File: config.mk
export PLATFORM = sky130hd
export DESIGN_NAME = minisys_input_conditioner
export DESIGN_NICKNAME = d
export VERILOG_FILES = /design/src/rtl/minisys_input_conditioner.sv
export SDC_FILE = /design/constraint.sdc
export NUM_CORES = 1
export LEC_CHECK = 0
export ABC_AREA = 1
export CAP_MARGIN = 40
export CORE_MARGIN = 3
export CORE_UTILIZATION = 55
export CTS_CLUSTER_DIAMETER = 30
export CTS_CLUSTER_SIZE = 14
export DETAILED_ROUTE_END_ITERATION = 7
export PLACE_DENSITY = 0.79
export SYNTH_ARGS = -nofsm -noshare
export SYNTH_HDL_FRONTEND = slang
export SYNTH_SLANG_ARGS = --single-unit
export TNS_END_PERCENT = 50
File: constraint.sdc
create_clock -name Minisys_Clock -period 1.9 [get_ports Minisys_Clock]
set_input_delay 0.38 -clock Minisys_Clock [delete_from_list [all_inputs] [get_ports Minisys_Clock]]
set_output_delay 0.38 -clock Minisys_Clock [all_outputs]
set_load 0.05 [all_outputs]
File: src/rtl/minisys_input_conditioner.sv
// rtl/minisys_input_conditioner.sv - switch/button synchroniser, debouncer and edge/hold pulse generator
// Optional hold/auto-repeat pulses on buttons: define INPUT_COND_HOLD_EN.
module minisys_input_conditioner #(
    parameter int SW_WIDTH        = 24,
    parameter int BTN_WIDTH       = 5,
    parameter int SYNC_STAGES     = 2,
    parameter int DEBOUNCE_CYCLES = 20000,
    parameter int HOLD_CYCLES     = 1000000,
    parameter int REPEAT_CYCLES   = 200000
) (
    input  logic                 Minisys_Clock,
    input  logic                 Minisys_Reset_n,
    input  logic [SW_WIDTH-1:0]  sw_raw,
    input  logic [BTN_WIDTH-1:0] btn_raw,
    output logic [SW_WIDTH-1:0]  sw_stable,
    output logic [SW_WIDTH-1:0]  sw_changed,
    output logic [BTN_WIDTH-1:0] btn_level,
    output logic [BTN_WIDTH-1:0] btn_press,
    output logic [BTN_WIDTH-1:0] btn_release,
    output logic [BTN_WIDTH-1:0] btn_hold,
    output logic                 any_event
);
    localparam int N  = SW_WIDTH + BTN_WIDTH;
    localparam int CW = $clog2(DEBOUNCE_CYCLES + 1);
    localparam logic [CW-1:0] C_LAST = CW'(DEBOUNCE_CYCLES - 1);

    logic [N-1:0] raw, q, rise, fall;

`ifdef INPUT_COND_HOLD_EN
    logic [BTN_WIDTH-1:0] btn_next;
`endif

    // Switches occupy the low channels, buttons the high ones.
    assign raw = {btn_raw, sw_raw};

    for (genvar i = 0; i < N; i++) begin : g_ch
        logic [SYNC_STAGES-1:0] sync_r;
        logic [CW-1:0]          c;
        logic                   s, acc, q_r, rise_r, fall_r;

        assign s       = sync_r[SYNC_STAGES-1];
        assign acc     = (s != q_r) && (c == C_LAST);
        assign q[i]    = q_r;
        assign rise[i] = rise_r;
        assign fall[i] = fall_r;

`ifdef INPUT_COND_HOLD_EN
        if (i >= SW_WIDTH) begin : g_btn_next
            assign btn_next[i-SW_WIDTH] = q_r ^ acc;
        end
`endif

        always_ff @(posedge Minisys_Clock or negedge Minisys_Reset_n) begin
            if (!Minisys_Reset_n) begin
                sync_r <= '0;
                c      <= '0;
                q_r    <= 1'b0;
                rise_r <= 1'b0;
                fall_r <= 1'b0;
            end else begin
                sync_r <= {sync_r[SYNC_STAGES-2:0], raw[i]};
                q_r    <= q_r ^ acc;
                rise_r <= acc & ~q_r;
                fall_r <= acc & q_r;
                // Any agreeing sample discards the partial count.
                if ((s == q_r) || acc) begin
                    c <= '0;
                end else begin
                    c <= c + CW'(1);
                end
            end
        end
    end

    assign sw_stable   = q[SW_WIDTH-1:0];
    assign sw_changed  = rise[SW_WIDTH-1:0] | fall[SW_WIDTH-1:0];
    assign btn_level   = q[N-1:SW_WIDTH];
    assign btn_press   = rise[N-1:SW_WIDTH];
    assign btn_release = fall[N-1:SW_WIDTH];
    assign any_event   = |{sw_changed, btn_press, btn_release};

`ifdef INPUT_COND_HOLD_EN
    localparam int HMAX = (HOLD_CYCLES > REPEAT_CYCLES) ? HOLD_CYCLES : REPEAT_CYCLES;
    localparam int HW   = $clog2(HMAX + 1);
    localparam logic [HW-1:0] H_FIRST = HW'(HOLD_CYCLES);
    localparam logic [HW-1:0] H_REP   = HW'(REPEAT_CYCLES);

    // Counting follows the level being loaded this edge so the first pulse
    // lands exactly HOLD_CYCLES after the press cycle.
    for (genvar b = 0; b < BTN_WIDTH; b++) begin : g_hold
        logic [HW-1:0] h;
        logic          rep, hold_r;

        assign btn_hold[b] = hold_r;

        always_ff @(posedge Minisys_Clock or negedge Minisys_Reset_n) begin
            if (!Minisys_Reset_n) begin
                h      <= '0;
                rep    <= 1'b0;
                hold_r <= 1'b0;
            end else if (!btn_next[b]) begin
                h      <= '0;
                rep    <= 1'b0;
                hold_r <= 1'b0;
            end else if (h == (rep ? H_REP : H_FIRST)) begin
                h      <= HW'(1);
                rep    <= 1'b1;
                hold_r <= 1'b1;
            end else begin
                h      <= h + HW'(1);
                hold_r <= 1'b0;
            end
        end
    end
`else
    assign btn_hold = '0;
`endif

endmodule

==> flow_summary.ini, run 1 <==
[worst_setup_path]
arrival_ps = 1970
reg2reg_slack_ps = 230
start_kind = register
path_class = register to primary output
required_ps = 1520
crit_fanout = 2
end_kind = primary output

[die]
rows = 84
initial_core_util_pct = 56.33
die_w_um = 239.4
core_area_um2 = 53180
die_h_um = 239.4
io-pin-count = 100
dieArea_um2 = 57310

[routing]
wl_per_cell_um = 12.89
postRouteAntennaNets = 0
routed_wl_um = 62760
first_pass_iters = 5
vias_per_cell = 5.052
dr_total_vias = 24600
drc = 0
drt_iter0_drc = 1487

[yosys]
ys_warn_count = 0
synth_area_per_cell_um2 = 7.681
ys_types = 27
synth-seq-cells = 580
syn_area_um2 = 29960
synth_cells = 3900
ys_seq_area_share_pct = 48.45

[sta]
fin_skew_ps = 16.15
drv_slew = 0
min_period_ps = 2350
fin_tns_setup_ps = -449.8
fmax_mhz = 425.6
tightest_slew_ps = 515.8
setup_viol = 1
setup_ws_ps = -449.8
rsz0062_at_grt = true
finalCritPeriodShare_pct = 123.7
maxSlewHeadroom_pct = 65.53
hold_violations = 0

[grt]
grt_pass1_wl_um = 107300
grt_overflow = 0
antenna_found_initial = 0
grt.total_usage_pct = 22.29
grt_max_degree = 88
grt_pass1_vias = 23330

[clock_network]
cts_buffers = 120
cts.sinks = 580
cts_root_buffer = clkbuf_16
clockBufferDepth = 3
cts_setup_buffers = 0
clk_latency_ps = 660
clk_pin_slew_worst_paths_ps = 50
cts_tree = done
cts.htree.levels = 3

[finish]
fill_cells = 4142
drive_gt1_share_pct = 10.66
final_cell_mix = nor2_1, nand2_1, dfrtp_1
finalNetCount = 4138
stdcell_count = 4870
insertedDiodeCount = 0
final_common_cell = nor2_1
area_growth_pct = 19.76
design_area_um2 = 35880

[power]
powerDensity_nw_per_um2 = 996.7
ir_worst_vdd_mv = 0.8041
finalPower_uw = 35760
p_leak_uw = 0.01575

[flow_run]
cap_violations = 0

[placement]
routabilityCongestion = 0.9101
place_area_um2 = 31430
dpl.hpwl_um = 43340
dp_cells = 4643
io_buffer_count = 94

[outcome]
status = finished with violations
violations = setup timing

[min_path]
min-delay-path-class = primary input to register
[power by group]
group | switching (µW) | total, µW | internal [µW]
Clock | 6990 | 22000 | 15000
Combinational | 640 | 973 | 333
Sequential | 176 | 12800 | 12600
[per-layer routing]
| metal | vias to the layer above | share of wire [%] | GRT usage [%] |
|---|---|---|---|
| li1 | 12540 | - | - |
| met5 | - | 0 | 0 |
| met4 | 0 | 3.0 | 7.971 |
| met1 | 11450 | 46 | 29.79 |
| met2 | 489 | 47 | 36.80 |
| met3 | 121 | 4.3 | 3.949 |
[kinds of logic after synthesis]
kind of cell | synth area share [%]
buffers and inverters | 8.696
adders and majority gates | 1.211
xor gates and xnor gates | 4.619
DFF | 48.45
AOI/OAI and AO/OA | 3.901
and+or+nand+nor | 33.11
other | 0.01252
[cells in the mapped netlist, drive strengths merged]
cell type	instances	area (µm²)
conb	1	3.750
xnor2	35	306.5
nand2	891	3522
nor3	58	290.3
nand3	183	915.9
o21bai	52	390.4
xor2	123	1077
nor2	1018	4009
or2	4	25.02
dfrtp	580	14510
and2	1	6.260
inv	523	1963
nand4	184	1151
o21ai	119	595.6
ha	29	362.9
buf	74	641.9
a21oi	2	10.01
o21a	23	172.7
[layout make-up]
class | instances | area, µm² | share of cell area, %
clock buffer | 143 | 3222 | 8.981
clock inverter | 83 | 1140 | 3.177
inverter | 523 | 1963 | 5.472
multi-input combinational | 2727 | 12900 | 35.95
sequential | 580 | 14510 | 40.46
tap | 688 | 860.8 | 2.399
timing repair buffer | 126 | 1280 | 3.568
[registers in the layout, indices dropped and copies added, names as in the netlist, named ones only]
name         count
g_ch.c         435
g_ch.rise_r     29
g_ch.fall_r     29
g_ch.sync_r     58
[worst max-delay path, stage by stage, from the launching register on]
cell and delay (ps):
dfrtp_1 350, or2_2 320, nor2_1 160, nand3_1 110
nor2_2 120, nand2_2 100, buf_8 160
[worst paths after layout]
path / startpoint / endpoint / cells past startpoint
hold / removal: sw_raw[11] / g_ch[11].sync_r[0] / 1
hold reg to reg: g_ch[0].sync_r[0] / g_ch[0].sync_r[1] / 0
max in group asynchronous: Minisys_Reset_n / g_ch[23].sync_r[0] / 3
setup / recovery: g_ch[3].fall_r / any_event / 6
setup reg to reg: g_ch[5].c[0] / g_ch[5].c[0] / 8
min in group asynchronous: Minisys_Reset_n / g_ch[24].sync_r[1] / 2
[repair_timing]
action / CTS / global route
pin swaps: 3 / 3
endpoints found under the hold margin: 166 / 0
setup endpoints to repair: 8 / 7
hold buffers: 1 / 0
gates resized for setup: 26 / 13
[metrics by stage]
step	worst slack, ps	util (%)	hold WS (ps)
floorplan	141.6	-	84.41
global placement	74.22	59.09	292.0
detailed placement	61.34	59.09	291.5
CTS	-531.4	67.40	120.1
global route	-558.3	67.46	130.6
finish	-449.8	67.46	159.1
Note: power is estimated with default switching activity, not from simulation.
==> run 2: changes to the inputs <==
--- a/config.mk
+++ b/config.mk
@@ -6,7 +6,7 @@
 export NUM_CORES = 1
 export LEC_CHECK = 0
 export ABC_AREA = 1
-export CAP_MARGIN = 40
+export CAP_MARGIN = 20
 export CORE_MARGIN = 3
 export CORE_UTILIZATION = 55
 export CTS_CLUSTER_DIAMETER = 30
@@ -16,4 +16,4 @@
 export SYNTH_ARGS = -nofsm -noshare
 export SYNTH_HDL_FRONTEND = slang
 export SYNTH_SLANG_ARGS = --single-unit
-export TNS_END_PERCENT = 50
+export TNS_END_PERCENT = 20
==> run 2 against run 1 <==
  * The flow still finishes with violations (setup timing)
  * Register-to-register slack barely moved
  * Clock power about the same
  * Clock skew hardly changed
  * Non-clock buffer count is the same
  * Fmax is 0.51% lower
  * Clock-buffer cell count unchanged
  * Sequential cell count is the same
  * Global-route usage is the same
  * Via count increased by 0.11%
  * Critical endpoint unchanged
  * Largest cell class unchanged
  * Highest routed layer unchanged
==> flow_summary.ini, run 2 (synthesized netlist as in run 1, its figures left out) <==
[finish]
fill_cells = 4147
final_cell_mix = nor2_1, nand2_1, dfrtp_1
regArea_um2 = 14510
final_common_cell = nor2_1
area_growth_pct = 19.69
top_regs = g_ch.c x435, g_ch.sync_r x58
largest_reg_flops = 435
drive_gt1_share_pct = 10.66
finalNetCount = 4138
stdcell_count = 4870
multi_input_area_um2 = 12890
regMostFlops = g_ch.c
insertedDiodeCount = 0
final_core_util_pct = 67.42

[min_path]
holdPathEnd = g_ch[11].sync_r[0]
min-delay-path-class = primary input to register
whs_path_depth = 1
hp-start = sw_raw[11]

[worst_setup_path]
rr_startpoint = g_ch[5].c[0]
reg2reg_slack_ps = 230
cpMaxStageDelayCell = dfrtp_1
start_kind = register
reg2regPathDepth = 8
cp_top_family = simple AND/OR/NAND/NOR gates
end_kind = primary output
path_class = register to primary output
arrival_ps = 1980
critPathMaxStageDelay_ps = 350
cp.depth = 6
r2r-end = g_ch[5].c[0]
crit_chain = or2_2 -> nor2_4 -> nand3_1 -> nor2_2 -> nand2_2 -> buf_8
required_ps = 1520
crit_buf_inv = 1
crit_fanout = 2

[grt]
grt_pass1_wl_um = 107300
antenna_found_initial = 0
grt_overflow = 0
grt_max_degree = 88
use_met1_pct = 29.79
busiest_layer = met2
grt.total_usage_pct = 22.29
grt_use_met3_pct = 3.949
grt_use_met2_pct = 36.80
grt_pass1_vias = 23330

[placement]
dpl.hpwl_um = 43340
routabilityCongestion = 0.9101
dp_cells = 4643
io_buffer_count = 94
pre_cts_slack_ps = 61.34

[routing]
dr_total_vias = 24630
wl_per_cell_um = 12.88
vias_per_cell = 5.057
drc = 0
first_pass_iters = 7
drt_iter0_drc = 1492
postRouteAntennaNets = 0
routed_wl_um = 62730

[clock_network]
cts.htree.levels = 3
cts_tree = done
cts_setup_buffers = 0
clk_pin_slew_worst_paths_ps = 50
clk_latency_ps = 660
cts.sinks = 580
cts_buffers = 120
cts_root_buffer = clkbuf_16
clockBufferDepth = 3

[power]
powerDensity_nw_per_um2 = 997.3
p_leak_uw = 0.01575
ir_worst_vdd_mv = 0.8022
finalPower_uw = 35760

[flow_run]
cap_violations = 0

[sta]
rsz0062_at_grt = true
fin_skew_ps = 15.98
fin_tns_setup_ps = -462.8
min_period_ps = 2362
drv_slew = 0
fmax_mhz = 423.4
maxSlewHeadroom_pct = 65.53
setup_viol = 2
hold_violations = 0
tightest_slew_ps = 515.8
setup_ws_ps = -461.8
finalCritPeriodShare_pct = 124.3

[die]
die_h_um = 239.4
die_w_um = 239.4
initial_core_util_pct = 56.33
rows = 84
io-pin-count = 100
core_area_um2 = 53180
dieArea_um2 = 57310

[outcome]
violations = setup timing
status = finished with violations
## run 2: worst max-delay path by stage
| stage | from | to | slack, ps |
|---|---|---|---|
| final | g_ch[23].fall_r | any_event | -460 |
| after floorplan | g_ch[7].rise_r | any_event | 140 |
| after global routing | g_ch[10].fall_r | any_event | -560 |
| after CTS | g_ch[23].fall_r | any_event | -530 |
| after detailed placement | g_ch[22].fall_r | any_event | 60 |
| after global placement | g_ch[23].fall_r | any_event | 70 |
## run 2: stage by stage
step / area (µm²) / hold WS (ps)
final: 35860 / 158.0
after global routing: 35860 / 130.6
after CTS: 35840 / 120.1
after detailed placement: 31430 / 291.5
after global placement: 31430 / 292.0
after floorplan: 29970 / 84.41
## run 2: layer usage
layer | routed length, µm | share of wire, % | up-vias
li1 | - | - | 12540
met4 | 1857 | 3.0 | 0
met2 | 29620 | 47 | 479
met3 | 2596 | 4.1 | 122
met5 | 0 | 0 | -
met1 | 28650 | 46 | 11490
## run 2: area by class of cell
type / instances / share of cell area, %
tap: 688 / 2.401
clock buffer: 143 / 8.985
multi-input combinational: 2727 / 35.94
inverter: 523 / 5.475
timing repair buffer: 126 / 3.538
clock inverter: 83 / 3.179
sequential: 580 / 40.48
## run 2: report_power, final
group          switching (µW)  leakage (µW)  internal (µW)
clock network            7000       0.00210          15000
registers                 176       0.00790          12600
logic                     641       0.00575            333
## run 2: what timing repair did
item                                    4_1_cts  5_1_grt
pin swaps                                     3        3
hold buffers                                  1        0
gates cloned                                  0        0
endpoints found under the hold margin       166        0
gates resized for setup                      18       13
endpoints found under the setup margin        8       10
